File: src/rtl/rr_flush_arbiter.sv
// Round-robin arbiter that feeds a two-entry spill stage, with a flush sequencer.
// Input acceptance happens only in IDLE, so a flush and a write can never hit the stage together.
module rr_flush_arbiter #(
    parameter int unsigned NumInp   = 4,
    parameter type         T        = logic,
    parameter int unsigned IdxWidth = (NumInp > 1) ? $clog2(NumInp) : 1
) (
    input  logic                clk_i,
    input  logic                rst_ni,
    input  logic [NumInp-1:0]   inp_valid_i,
    output logic [NumInp-1:0]   inp_ready_o,
    input  T     [NumInp-1:0]   inp_data_i,
    output logic                oup_valid_o,
    input  logic                oup_ready_i,
    output T                    oup_data_o,
    output logic [IdxWidth-1:0] oup_idx_o,
    input  logic                flush_req_i,
    output logic                flush_ack_o,
    output logic [1:0]          dropped_o,
    output logic                busy_o
);

    typedef enum logic [1:0] {
        ST_IDLE  = 2'd0,
        ST_BLOCK = 2'd1,
        ST_FLUSH = 2'd2,
        ST_ACK   = 2'd3
    } state_e;

    state_e state_reg, state_next;

    logic [IdxWidth-1:0] ptr_reg, ptr_next;
    logic [1:0]          dropped_reg, dropped_next;

    logic                a_full_reg, a_full_next;
    T                    a_data_reg, a_data_next;
    logic [IdxWidth-1:0] a_idx_reg, a_idx_next;
    logic                b_full_reg, b_full_next;
    T                    b_data_reg, b_data_next;
    logic [IdxWidth-1:0] b_idx_reg, b_idx_next;

    logic [NumInp-1:0]   ptr_mask;
    logic [NumInp-1:0]   masked_valid;
    logic [NumInp-1:0]   search_vec;
    logic [NumInp-1:0]   grant;
    logic [IdxWidth-1:0] grant_idx;
    logic                is_idle;
    logic                stage_ready;
    logic                accept;
    logic                flush_now;
    logic                a_drain;
    logic                b_fill;
    logic                b_drain;

    // ------------------------------------------------------------------
    // Arbitration: search from ptr upwards first, then wrap to index 0.
    // ------------------------------------------------------------------
    generate
        for (genvar gi = 0; gi < NumInp; gi++) begin : g_mask
            assign ptr_mask[gi] = (gi >= int'(ptr_reg));
        end
    endgenerate

    assign masked_valid = inp_valid_i & ptr_mask;
    assign search_vec   = (|masked_valid) ? masked_valid : inp_valid_i;
    // Isolate the lowest set bit of the search vector.
    assign grant        = search_vec & (~search_vec + NumInp'(1));

    always_comb begin
        grant_idx = '0;
        for (int i = 0; i < NumInp; i++) begin
            if (grant[i]) begin
                grant_idx = IdxWidth'(i);
            end
        end
    end

    assign is_idle     = (state_reg == ST_IDLE);
    assign stage_ready = !(a_full_reg && b_full_reg);
    assign accept      = (|inp_valid_i) && stage_ready && is_idle;
    assign flush_now   = (state_reg == ST_FLUSH);

    generate
        for (genvar gi = 0; gi < NumInp; gi++) begin : g_ready
            assign inp_ready_o[gi] = grant[gi] & stage_ready & is_idle;
        end
    endgenerate

    always_comb begin
        ptr_next = ptr_reg;
        if (accept) begin
            if (grant_idx == IdxWidth'(NumInp - 1)) begin
                ptr_next = '0;
            end else begin
                ptr_next = grant_idx + 1'b1;
            end
        end
    end

    // ------------------------------------------------------------------
    // Spill stage: A takes new inputs, B holds A's word when output stalls.
    // ------------------------------------------------------------------
    assign a_drain = a_full_reg && !b_full_reg;
    assign b_fill  = a_drain && !oup_ready_i;
    assign b_drain = b_full_reg && oup_ready_i;

    always_comb begin
        a_full_next = a_full_reg;
        a_data_next = a_data_reg;
        a_idx_next  = a_idx_reg;
        b_full_next = b_full_reg;
        b_data_next = b_data_reg;
        b_idx_next  = b_idx_reg;

        if (flush_now) begin
            a_full_next = 1'b0;
            b_full_next = 1'b0;
        end else begin
            if (accept) begin
                a_full_next = 1'b1;
                a_data_next = inp_data_i[grant_idx];
                a_idx_next  = grant_idx;
            end else if (a_drain) begin
                a_full_next = 1'b0;
            end

            if (b_fill) begin
                b_full_next = 1'b1;
                b_data_next = a_data_reg;
                b_idx_next  = a_idx_reg;
            end else if (b_drain) begin
                b_full_next = 1'b0;
            end
        end
    end

    // ------------------------------------------------------------------
    // Flush sequencer
    // ------------------------------------------------------------------
    always_comb begin
        state_next   = state_reg;
        dropped_next = dropped_reg;
        case (state_reg)
            ST_IDLE: begin
                if (flush_req_i) begin
                    state_next = ST_BLOCK;
                end
            end
            ST_BLOCK: begin
                state_next = ST_FLUSH;
            end
            ST_FLUSH: begin
                state_next   = ST_ACK;
                dropped_next = {1'b0, a_full_reg} + {1'b0, b_full_reg};
            end
            ST_ACK: begin
                if (!flush_req_i) begin
                    state_next = ST_IDLE;
                end
            end
            default: begin
                state_next = ST_IDLE;
            end
        endcase
    end

    always_ff @(posedge clk_i or negedge rst_ni) begin
        if (!rst_ni) begin
            state_reg   <= ST_IDLE;
            ptr_reg     <= '0;
            dropped_reg <= '0;
            a_full_reg  <= 1'b0;
            a_data_reg  <= '0;
            a_idx_reg   <= '0;
            b_full_reg  <= 1'b0;
            b_data_reg  <= '0;
            b_idx_reg   <= '0;
        end else begin
            state_reg   <= state_next;
            ptr_reg     <= ptr_next;
            dropped_reg <= dropped_next;
            a_full_reg  <= a_full_next;
            a_data_reg  <= a_data_next;
            a_idx_reg   <= a_idx_next;
            b_full_reg  <= b_full_next;
            b_data_reg  <= b_data_next;
            b_idx_reg   <= b_idx_next;
        end
    end

    // Outputs come straight from registers; valid is masked while the stage is being cleared.
    assign oup_valid_o = (a_full_reg || b_full_reg) && !flush_now;
    assign oup_data_o  = b_full_reg ? b_data_reg : a_data_reg;
    assign oup_idx_o   = b_full_reg ? b_idx_reg : a_idx_reg;
    assign flush_ack_o = (state_reg == ST_ACK);
    assign busy_o      = !is_idle;
    assign dropped_o   = dropped_reg;

`ifndef SYNTHESIS
    a_ready_onehot: assert property (@(posedge clk_i) disable iff (!rst_ni)
        $onehot0(inp_ready_o));
    a_no_accept_busy: assert property (@(posedge clk_i) disable iff (!rst_ni)
        !((|inp_ready_o) && !is_idle));
`endif

endmodule

File: config.mk
export PLATFORM = sky130hd
export DESIGN_NAME = rr_flush_arbiter
export DESIGN_NICKNAME = d
export VERILOG_FILES = /design/src/rtl/rr_flush_arbiter.sv
export SDC_FILE = /design/constraint.sdc
export NUM_CORES = 1
export LEC_CHECK = 0
export BUFFER_PORTS_ARGS = -buffer_cell sky130_fd_sc_hd__buf_2
export CAP_MARGIN = 0
export CELL_PAD_IN_SITES_DETAIL_PLACEMENT = 2
export CELL_PAD_IN_SITES_GLOBAL_PLACEMENT = 2
export CORE_MARGIN = 2
export CORE_UTILIZATION = 32
export CTS_BUF_LIST = sky130_fd_sc_hd__clkbuf_8
export DETAILED_ROUTE_END_ITERATION = 10
export PLACE_DENSITY = 0.86
export SETUP_SLACK_MARGIN = 0.3
export SLEW_MARGIN = 10
export SYNTH_ARGS = -nofsm -noshare
export SYNTH_HDL_FRONTEND = slang
export SYNTH_SLANG_ARGS = --single-unit
File: constraint.sdc
create_clock -name clk_i -period 2 [get_ports clk_i]
set_clock_uncertainty 0.15 [all_clocks]
set_input_delay 0.4 -clock clk_i [delete_from_list [all_inputs] [get_ports clk_i]]
set_output_delay 0.4 -clock clk_i [all_outputs]
set_load 0.05 [all_outputs]
==> summary.txt, run 1 <==
Run status
  – Outcome: complete, but fails checks
  – Failing checks: setup timing

Critical path
  – Max stage delay on crit path: 0.43 ns
  – CP max stage cell: dfrtp_1
  – CP required: 1.45 ns
  – Kind of critical path: reg -> out
  – Critical path, cell by cell: inv_2 -> ha_4 -> inv_6 -> nor2_4 -> nand2_2 -> a21oi_4 -> buf_6
  – Crit. End Element: primary output
  – WP data arrival: 1.60 ns
  – Startpoint types: flip-flop
  – Worst Path Max Fanout: 5

Synth
  – Netlist cell types: 32
  – Post-synth EDFFs: 0
  – Synth warnings: 0
  – Seq/Total Area, Yosys: 0.376
  – #FFs+latches synth: 14
  – Gate Count Post-Synth: 97
  – Syn nets: about 120
  – Most common flop cell mapped by yosys: dfrtp_1
  – Avg Cell Area, Syn: around 9.6 um^2
  – Async SR Flop Fraction: 1.00
  – Cell area after synthesis: a little over 900 um^2

Drt
  – Routed wire length: 5.22 mm
  – DRC violations left: 0
  – Final ANT Viol Nets: 0
  – Avg WL per Cell: between 20 and 30 um
  – Drt via density: approximately 5.5
  – DR pass1 iterations: 4
  – DR vias: a little under 1000
  – Iteration-0 DRC Markers: 27

GRT
  – Pin count of the biggest net entering global routing: 15
  – Global route total overflow: 0
  – Tot GR Track Use: 0.266
  – Global-route wire length before repair: between 6 and 7 mm
  – Initial antenna violation count: 0
  – Vias in the first global route: roughly 1100

Final layout
  – Share of cells above drive strength 1: 0.685
  – Nets: around 170
  – Final Instance Area: approximately 0.0017 mm^2
  – Area grow syn2layout: 79.8%
  – Antenna Cells: 0
  – Most frequent cells in the layout: buf_4, dfrtp_1, buf_2, buf_6
  – Most common cell after layout, fill and taps aside: buf_4

Timing
  – Tcrit/Tclk final: 1.07
  – Hold Fails Final Rpt: 0
  – Actual transition at the worst max-transition pin: roughly 0.42 ns
  – Relative slew slack: 0.713
  – # setup viols final: 6
  – Final setup margin: -0.149 ns
  – Post-layout min period: roughly 2.1 ns
  – RSZ-0062 raised after global routing: yes
  – Pins over their slew limit: 0
  – Fmax: between 0.4 and 0.5 GHz

Placement
  – Placed cell areas: around 0.0012 mm^2
  – I/O Buffers: 23
  – DP HPWL: roughly 2.3 mm
  – GP Congestion: ~0.8

Flow run
  – Max Cap Viol: 0

Hold path
  – HP Class: in -> reg

Clocking
  – CTS root buffer: clkbuf_8
  – CTS Buffer Depth: 2
  – CTS clock-pin slew for the worst setup and hold paths: approximately 0.06 ns
  – CTS H-tree depth: 1
  – TritonCTS clock tree: done
  – TritonCTS Sinks: 14
  – Total CTS buffers: 3
  – Worst skew pair latency: 0.25 ns

Die
  – Die area: 0.00336 mm^2
  – Chip width: 57.9 um
  – # rows: 19
  – Core area: 0.00276 mm^2
  – Die Y: ~58 um
  – Initial Util: 0.338
  – I/O pins: 24

Power and ir drop
  – Lkg Pwr: approximately 0.75 nW
  – Pwr/cell area: roughly 2000 mW/mm^2
  – Max IR drop VDD: roughly 1.3 mV
  – Overall Power: around 0.0034 W
==> power breakdown <==
group          total, W  leakage, nW  internal [W]  switching, W
clock network  0.000246       0.0216      0.000134      0.000113
registers      0.000577        0.174      0.000423      0.000154
logic           0.00260        0.560       0.00119       0.00141
total           0.00343        0.755       0.00175       0.00168
==> stage by stage <==
step | setup TNS [ns] | utilization | setup slack, ns | instances | hold slack (ns)
detailed placement | -0.00793 | 0.424 | -0.00793 | 154 | 0.167
floorplan | 0 | - | 0.219 | 97 | -0.0456
global route | -0.744 | 0.607 | -0.166 | 180 | 0.208
finish | -0.543 | 0.607 | -0.149 | 180 | 0.200
CTS | -0.0580 | 0.558 | -0.0334 | 172 | 0.214
global placement | 0 | 0.424 | 0.0328 | 154 | 0.158
==> final timing paths <==
check | from | endpoint | slack (ns) | cells after the start
worst max-delay path | state_reg[0] | inp_ready_o[3] | -0.15 | 7
min in group asynchronous | rst_ni | state_reg[1] | 0.47 | 2
max in group asynchronous | rst_ni | a_full_reg | 0.94 | 2
worst max register to register | state_reg[0] | a_data_reg | -0.08 | 11
worst min-delay path | oup_ready_i | b_full_reg | 0.20 | 2
worst min register to register | b_idx_reg[1] | b_idx_reg[1] | 0.37 | 1
==> worst max-delay path: cells and delay by family (launching register included) <==
kind                     cells  cell delay, ns
AO/OA/AOI/OAI                1            0.14
adder cells (fa/ha/maj)      1            0.17
buffers and inverters        3            0.32
flip-flops                   1            0.43
AND/OR/NAND/NOR              2            0.29
==> cells by family (layout without fill, tap and decap cells) <==
kind of cell               after synthesis  count (layout)  share of synthesized area
AOI/OAI and AO/OA                       18              18                      0.141
adders and majority gates                6               6                     0.0806
buffers and inverters                    8              60                     0.0403
DFF                                     14              14                      0.376
muxes                                   11              11                      0.130
and+or+nand+nor                         40              40                      0.231
==> layer usage <==
metal / routed length (um) / track usage / vias up
met5: 0 / 0 / -
met1: 2060 / 0.311 / 492
met2: 2810 / 0.481 / 40
met3: 189 / 0.0603 / 10
li1: - / - / 444
met4: 149 / 0.0797 / 0
==> Yosys cell counts, types with 2 or more instances <==
cell | count | area share
inv_1 | 5 | 0.020
mux2i_1 | 2 | 0.022
nand2_1 | 10 | 0.040
ha_1 | 6 | 0.081
and3_1 | 2 | 0.013
dfrtp_1 | 14 | 0.38
a21oi_2 | 2 | 0.019
nor3b_1 | 2 | 0.016
nand2b_2 | 2 | 0.019
o21ai_1 | 2 | 0.011
nor2_2 | 3 | 0.020
mux2_2 | 3 | 0.036
nor2_1 | 11 | 0.044
nand2b_1 | 5 | 0.034
a21oi_1 | 4 | 0.022
o22ai_1 | 2 | 0.013
mux2_1 | 6 | 0.073
a211oi_1 | 2 | 0.016
==> final cells by class <==
cell class                      instances  area (um^2)
Sequential cell                        14          352
Fill cell                             248         1080
Clock buffer                            3         41.3
Tap cell                               31         38.8
Timing Repair Buffer                   51          443
Multi-Input combinational cell         75          769
Inverter                                6         30.0
==> timing repair <==
item                                   CTS  global route
resized for setup                       54            19
setup buffers                           14             8
pin swaps                                9            10
hold buffers                             1             0
endpoints found under the hold margin   14             0
setup endpoints to repair               14            20
(Power assumes the default switching activity.)
==> inputs of run 2 (changes only) <==
==> constraint.sdc (replaced) <==
create_clock -name clk_i -period 2 [get_ports clk_i]
set_clock_uncertainty 0.15 [all_clocks]
set_input_delay 0.4 -clock clk_i [delete_from_list [all_inputs] [get_ports clk_i]]
set_output_delay 0.4 -clock clk_i [all_outputs]
set_load 0.005 [all_outputs]
==> run 2 against run 1 <==
Critical path depth decreased by 1. Register-to-register slack improved by 0.18 ns. The run still ends with setup timing left. Flip-flop and latch count did not move. Highest routed layer unchanged. Clock power grew 20%. Cell count down 1.7%. First-iteration DRC count down 26%. Via count fell by 4.0%. Fmax is 6.0% higher. Worst setup slack better by 0.12 ns. Design area down 7.4%. Die area unchanged.
==> summary.txt, run 2 (synthesis results as in run 1) <==
Drt
  – DRC violations left: 0 (unchanged)
  – Final ANT Viol Nets: 0 (unchanged)
  – DR vias: 947 (-4.0%)
  – Routed wire length: 4.05 mm (-22%)
  – Iteration-0 DRC Markers: 20 (-26%)
  – Drt via density: 5.35 (-2.3%)
  – DR pass1 iterations: 3 (-1)
  – Avg WL per Cell: 22.9 um (-21%)

Final layout
  – Most common cell after layout, fill and taps aside: buf_2
  – FILL cells: 286 (+15%)
  – Area grow syn2layout: 66.5%
  – Nets: 165 (-2.4%)
  – Share of cells above drive strength 1: 0.651 (-0.0339)
  – Final Instance Area: 0.00155 mm^2 (-7.4%)
  – Most frequent cells in the layout: buf_2, buf_4, dfrtp_1, buf_6, nand2_1
  – Antenna Cells: 0 (unchanged)

Run status
  – Failing checks: setup timing
  – Outcome: complete, but fails checks

Timing
  – Final setup margin: -0.0273 ns (+0.122 ns)
  – Post-layout min period: 2.03 ns (-0.122 ns)
  – Fmax: 0.493 GHz (+6.0%)
  – Tcrit/Tclk final: 1.01 (-0.0609)
  – # setup viols final: 1 (-5)
  – Relative slew slack: 0.750 (+0.0364)
  – RSZ-0062 raised after global routing: yes
  – Actual transition at the worst max-transition pin: 0.374 ns (-0.0500 ns)
  – Hold Fails Final Rpt: 0 (unchanged)
  – Pins over their slew limit: 0 (unchanged)

Placement
  – Dpl ws: 0.0471 ns (+0.0551 ns)
  – I/O Buffers: 23 (unchanged)
  – GP Congestion: 0.713 (-11%)
  – Placed cell areas: 0.00108 mm^2 (-7.2%)
  – DP HPWL: 2.00 mm (-14%)

Clocking
  – CTS H-tree depth: 1 (unchanged)
  – Worst skew pair latency: 0.26 ns (about the same)
  – CTS Buffer Depth: 2 (unchanged)
  – CTS clock-pin slew for the worst setup and hold paths: 0.07 ns (about the same)
  – Total CTS buffers: 3 (unchanged)
  – CTS root buffer: clkbuf_8
  – TritonCTS clock tree: done
  – TritonCTS Sinks: 14 (unchanged)

Critical path
  – Reg2reg end: a_data_reg
  – Worst Path Max Fanout: 3 (-2)
  – Delay-heaviest family, CP: simple AND/OR/NAND/NOR gates
  – RR Startpoint: ptr_reg[1]
  – Max stage delay on crit path: 0.43 ns (about the same)
  – CP startpoint: ptr_reg[0]
  – R2R depth: 6 (-5)
  – Crit. End Element: primary output
  – WP data arrival: 1.48 ns (-0.12 ns)
  – Critical path, cell by cell: nand2b_4 -> and2_4 -> nor2_4 -> o22ai_1 -> and3_1 -> buf_2
  – Flop2flop setup slack: 0.10 ns (+0.18 ns)
  – Kind of critical path: reg -> out
  – Number of buffers and inverters on the critical path: 1 (-2)
  – Startpoint types: flip-flop
  – CP required: 1.45 ns (about the same)
  – CP max stage cell: dfrtp_2

Hold path
  – Hold Path End: b_full_reg
  – Hold depth: 2 (unchanged)
  – HP Class: in -> reg
  – Worst hold start: oup_ready_i

GRT
  – Initial antenna violation count: 0 (unchanged)
  – Tot GR Track Use: 0.238 (-0.0275)
  – Vias in the first global route: 1057 (-5.6%)
  – Pin count of the biggest net entering global routing: 15 (unchanged)
  – Global route total overflow: 0 (unchanged)
  – Global-route wire length before repair: 5.81 mm (-8.6%)

Power and ir drop
  – Lkg Pwr: 0.733 nW (-2.8%)
  – Max IR drop VDD: 1.05 mV (-17%)
  – Pwr/cell area: 1740 mW/mm^2 (-15%)

Die
  – Initial Util: 0.338 (unchanged)
  – Chip width: 57.9 um (unchanged)
  – I/O pins: 24 (unchanged)
  – Core area: 0.00276 mm^2 (unchanged)
  – Die area: 0.00336 mm^2 (unchanged)
  – Die Y: 57.9 um (unchanged)
  – # rows: 19 (unchanged)

Flow run
  – Max Cap Viol: 0 (unchanged)
[run 2: through the flow]
stage	hold slack [ns]	setup TNS, ns	utilization	total power, W	std cells
floorplan	-0.0456	0	-	0.00115	97
global placement	0.165	0	0.393	0.00138	150
detailed placement	0.168	0	0.393	0.00145	150
CTS	0.221	0	0.510	0.00226	172
global route	0.255	-0.214	0.562	0.00285	177
finish	0.246	-0.0273	0.562	0.00270	177
[run 2: timing repair]
action	in CTS	in global routing
setup endpoints to repair	16	16
hold endpoints to repair	14	0
gates resized for setup	32	25
setup buffers	17	5
hold buffers	1	0
pin swaps	15	9
[run 2: where the power goes]
group          internal [W]  switching, W  leakage [nW]  total (W)
sequential         0.000425      0.000128         0.173   0.000554
clock              0.000175      0.000119        0.0288   0.000294
combinational       0.00100      0.000851         0.532    0.00185
total               0.00160       0.00110         0.733    0.00270
[run 2: layer usage]
metal  GRT usage  vias up  wire (um)
li1            -      434          -
met1       0.306      487       1780
met2       0.409       18       2110
met3      0.0469        8         78
met4      0.0631        0         86
met5           0        -          0
[run 2: cell type report]
type,instances,area (um^2),share of cell area
inverter,6,25.0,0.0161
tap,31,38.8,0.0250
multi-input combinational,75,726,0.468
timing repair buffer,47,353,0.228
sequential,14,353,0.228
clock buffer,4,55.1,0.0355
[run 2: worst max-delay path by stage]
stage / end / depth (start not counted)
after floorplan: a_data_reg / 6
after global placement: inp_ready_o[0] / 6
after detailed placement: inp_ready_o[3] / 7
after CTS: inp_ready_o[2] / 6
after global routing: inp_ready_o[2] / 6
final: inp_ready_o[2] / 6
[run 2: worst register-to-register path, cell delays in order (launching register included)]
cell	delay (ns)
dfrtp_2	0.43
buf_6	0.13
nand2b_4	0.11
a21oi_2	0.07
or3_4	0.43
mux2i_2	0.17
o311ai_2	0.29
==> inputs of run 3 (changes only) <==
--- a/config.mk
+++ b/config.mk
@@ -13,7 +13,7 @@
 export CORE_UTILIZATION = 32
 export CTS_BUF_LIST = sky130_fd_sc_hd__clkbuf_8
 export DETAILED_ROUTE_END_ITERATION = 10
-export PLACE_DENSITY = 0.86
+export PLACE_DENSITY_LB_ADDON = 0.1
 export SETUP_SLACK_MARGIN = 0.3
 export SLEW_MARGIN = 10
 export SYNTH_ARGS = -nofsm -noshare
==> run 3 against run 2 <==
The run still ends with setup timing left. Sequential power hardly changed. Fmax is 5.1% lower. Via count is 4.0% higher. Die area stayed put. Wire length is 13% higher. Clock-buffer cell count stayed put. Flip-flop and latch count stayed put. Critical path depth stayed put. Core utilization is 2.3 points higher. Critical endpoint unchanged. Largest cell class unchanged. Highest routed layer unchanged.
==> summary.txt, run 3 (synthesis results as in run 1) <==
Placement
  – Placed cell areas: 0.00109 mm^2 (+0.69%)
  – Dpl ws: 0.00115 ns (-0.0460 ns)
  – I/O Buffers: 23 (unchanged)
  – Inst Count DP: 151 (+0.67%)
  – GP Congestion: 0.716 (+0.38%)
  – DP HPWL: 1.99 mm (-0.40%)

Clocking
  – CTS Buffer Depth: 2 (unchanged)
  – CTS clock-pin slew for the worst setup and hold paths: 0.07 ns (about the same)
  – CTS H-tree depth: 1 (unchanged)
  – TritonCTS clock tree: done
  – Total CTS buffers: 3 (unchanged)
  – CTS root buffer: clkbuf_8
  – Worst skew pair latency: 0.25 ns (about the same)
  – TritonCTS Sinks: 14 (unchanged)

Power and ir drop
  – Seq pwr share: 0.190 (-0.015)
  – Clock group share of total power: 0.099 (-0.010)
  – Lkg Pwr: 0.766 nW (+4.4%)
  – Sw power: 0.00120 W (+9.6%)
  – Sw Share: 0.412 (+0.00525)
  – Internal power: 0.00172 W (+7.3%)
  – Max IR drop VDD: 0.997 mV (-4.9%)
  – Comb pwr share: 0.711 (+0.025)
  – Pwr/cell area: 1810 mW/mm^2 (+4.0%)

Drt
  – Final ANT Viol Nets: 0 (unchanged)
  – DR vias: 985 (+4.0%)
  – Drt via density: 5.41 (+1.2%)
  – DR pass1 iterations: 4 (+1)
  – Routed wire length: 4.57 mm (+13%)
  – DRC violations left: 0 (unchanged)
  – Iteration-0 DRC Markers: 27 (+35%)
  – Avg WL per Cell: 25.1 um (+9.9%)

Final layout
  – Final Instance Area: 0.00161 mm^2 (+4.0%)
  – Share of cells above drive strength 1: 0.669 (+0.0182)
  – Area grow syn2layout: 73.3%
  – Most common cell after layout, fill and taps aside: buf_2
  – Antenna Cells: 0 (unchanged)
  – Final Non-Filler Cells: 182 (+2.8%)
  – Post-layout util: 0.585 (+0.0227)
  – Nets: 170 (+3.0%)
  – Most frequent cells in the layout: buf_2, buf_4, buf_6, dfrtp_1, mux2_4

Die
  – Core area: 0.00276 mm^2 (unchanged)
  – Chip width: 57.9 um (unchanged)
  – Die area: 0.00336 mm^2 (unchanged)
  – Die Y: 57.9 um (unchanged)
  – I/O pins: 24 (unchanged)
  – Initial Util: 0.338 (unchanged)
  – # rows: 19 (unchanged)

Hold path
  – HP Class: in -> reg

Critical path
  – CP required: 1.45 ns (about the same)
  – Worst setup path endpoint: inp_ready_o[2]
  – Worst Path Max Fanout: 3 (unchanged)
  – CP startpoint: ptr_reg[1]
  – Kind of critical path: reg -> out
  – RR Startpoint: state_reg[1]
  – R2R depth: 7 (+1)
  – Reg2reg end: a_idx_reg[1]
  – Startpoint types: flip-flop
  – WP data arrival: 1.59 ns (+0.11 ns)
  – Crit. End Element: primary output
  – Flop2flop setup slack: 0.14 ns (+0.04 ns)

Run status
  – Outcome: complete, but fails checks
  – Failing checks: setup timing

GRT
  – Initial antenna violation count: 0 (unchanged)
  – Global route total overflow: 0 (unchanged)
  – Pin count of the biggest net entering global routing: 15 (unchanged)
  – Tot GR Track Use: 0.229 (-0.00981)
  – Global-route wire length before repair: 5.55 mm (-4.4%)
  – Vias in the first global route: 1069 (+1.1%)

Timing
  – Final setup margin: -0.136 ns (-0.109 ns)
  – Fmax: 0.468 GHz (-5.1%)
  – Pins over their slew limit: 0 (unchanged)
  – Hold Fails Final Rpt: 0 (unchanged)
  – # setup viols final: 3 (+2)
  – Tcrit/Tclk final: 1.07 (+0.0543)
  – Actual transition at the worst max-transition pin: 0.379 ns (+0.00449 ns)
  – Relative slew slack: 0.745 (-0.00474)
  – RSZ-0062 raised after global routing: yes
  – Post-layout min period: 2.14 ns (+0.109 ns)

Flow run
  – Max Cap Viol: 0 (unchanged)
run 3: cell types whose count changed in the layout (fill, tap and decap cells not counted), moves of 2 or more:
cell,change
mux2_1,-2
mux2_4,+2
buf_6,+4
inv_1,+2
inv_2,-2
buf_4,+2
run 3: repair_timing:
item / 4_1_cts / 5_1_grt
setup buffers: 18 / 8
hold buffers: 1 / 0
setup endpoints to repair: 17 / 17
endpoints found under the hold margin: 14 / 0
pin swaps: 14 / 11
resized for setup: 39 / 23
run 3: per-stage QoR:
step / TNS [ns] / hold WS, ns / power [W]
after global routing: -0.350 / 0.246 / 0.00306
after global placement: 0 / 0.170 / 0.00141
after detailed placement: 0 / 0.174 / 0.00147
after CTS: 0 / 0.196 / 0.00239
after floorplan: 0 / -0.0456 / 0.00115
final: -0.195 / 0.238 / 0.00292
run 3: layout make-up:
cell class                 instances  area (um^2)
clock buffer                       4         55.1
fill                             271         1140
inverter                           6         25.0
multi-input combinational         75          733
sequential                        14          353
tap                               31         38.8
timing repair buffer              52          408
run 3: worst max-delay path: stages (launching register included):
cell     delay (ns)
dfrtp_2        0.45
inv_2          0.11
and2_4         0.17
nor2_2         0.04
o22ai_1        0.21
and3_1         0.22
buf_2          0.13
run 3: power groups by stage:
stage	clock [W]	combinational (W)	sequential, W
global placement	0	0.000872	0.000537
CTS	0.000297	0.00157	0.000525
finish	0.000290	0.00208	0.000555
global route	0.000301	0.00219	0.000565
floorplan	0	0.000644	0.000503
detailed placement	0	0.000922	0.000549
run 3: how the worst min path moves through the flow:
stage	startpoint	endpoint	slack [ns]	cells past startpoint
finish	oup_ready_i	b_full_reg	0.24	2
CTS	oup_ready_i	b_full_reg	0.20	2
detailed placement	rst_ni	state_reg[0]	0.17	1
global placement	rst_ni	state_reg[0]	0.17	1
floorplan	rst_ni	a_data_reg	-0.05	0
global route	oup_ready_i	b_full_reg	0.25	2
run 3: metal layers:
metal  GRT usage  vias up  part of all wire
li1            -      445                 -
met1       0.270      493              0.40
met2       0.407       35              0.53
met3      0.0737       12             0.033
met4      0.0432        0             0.035
met5           0        -                 0
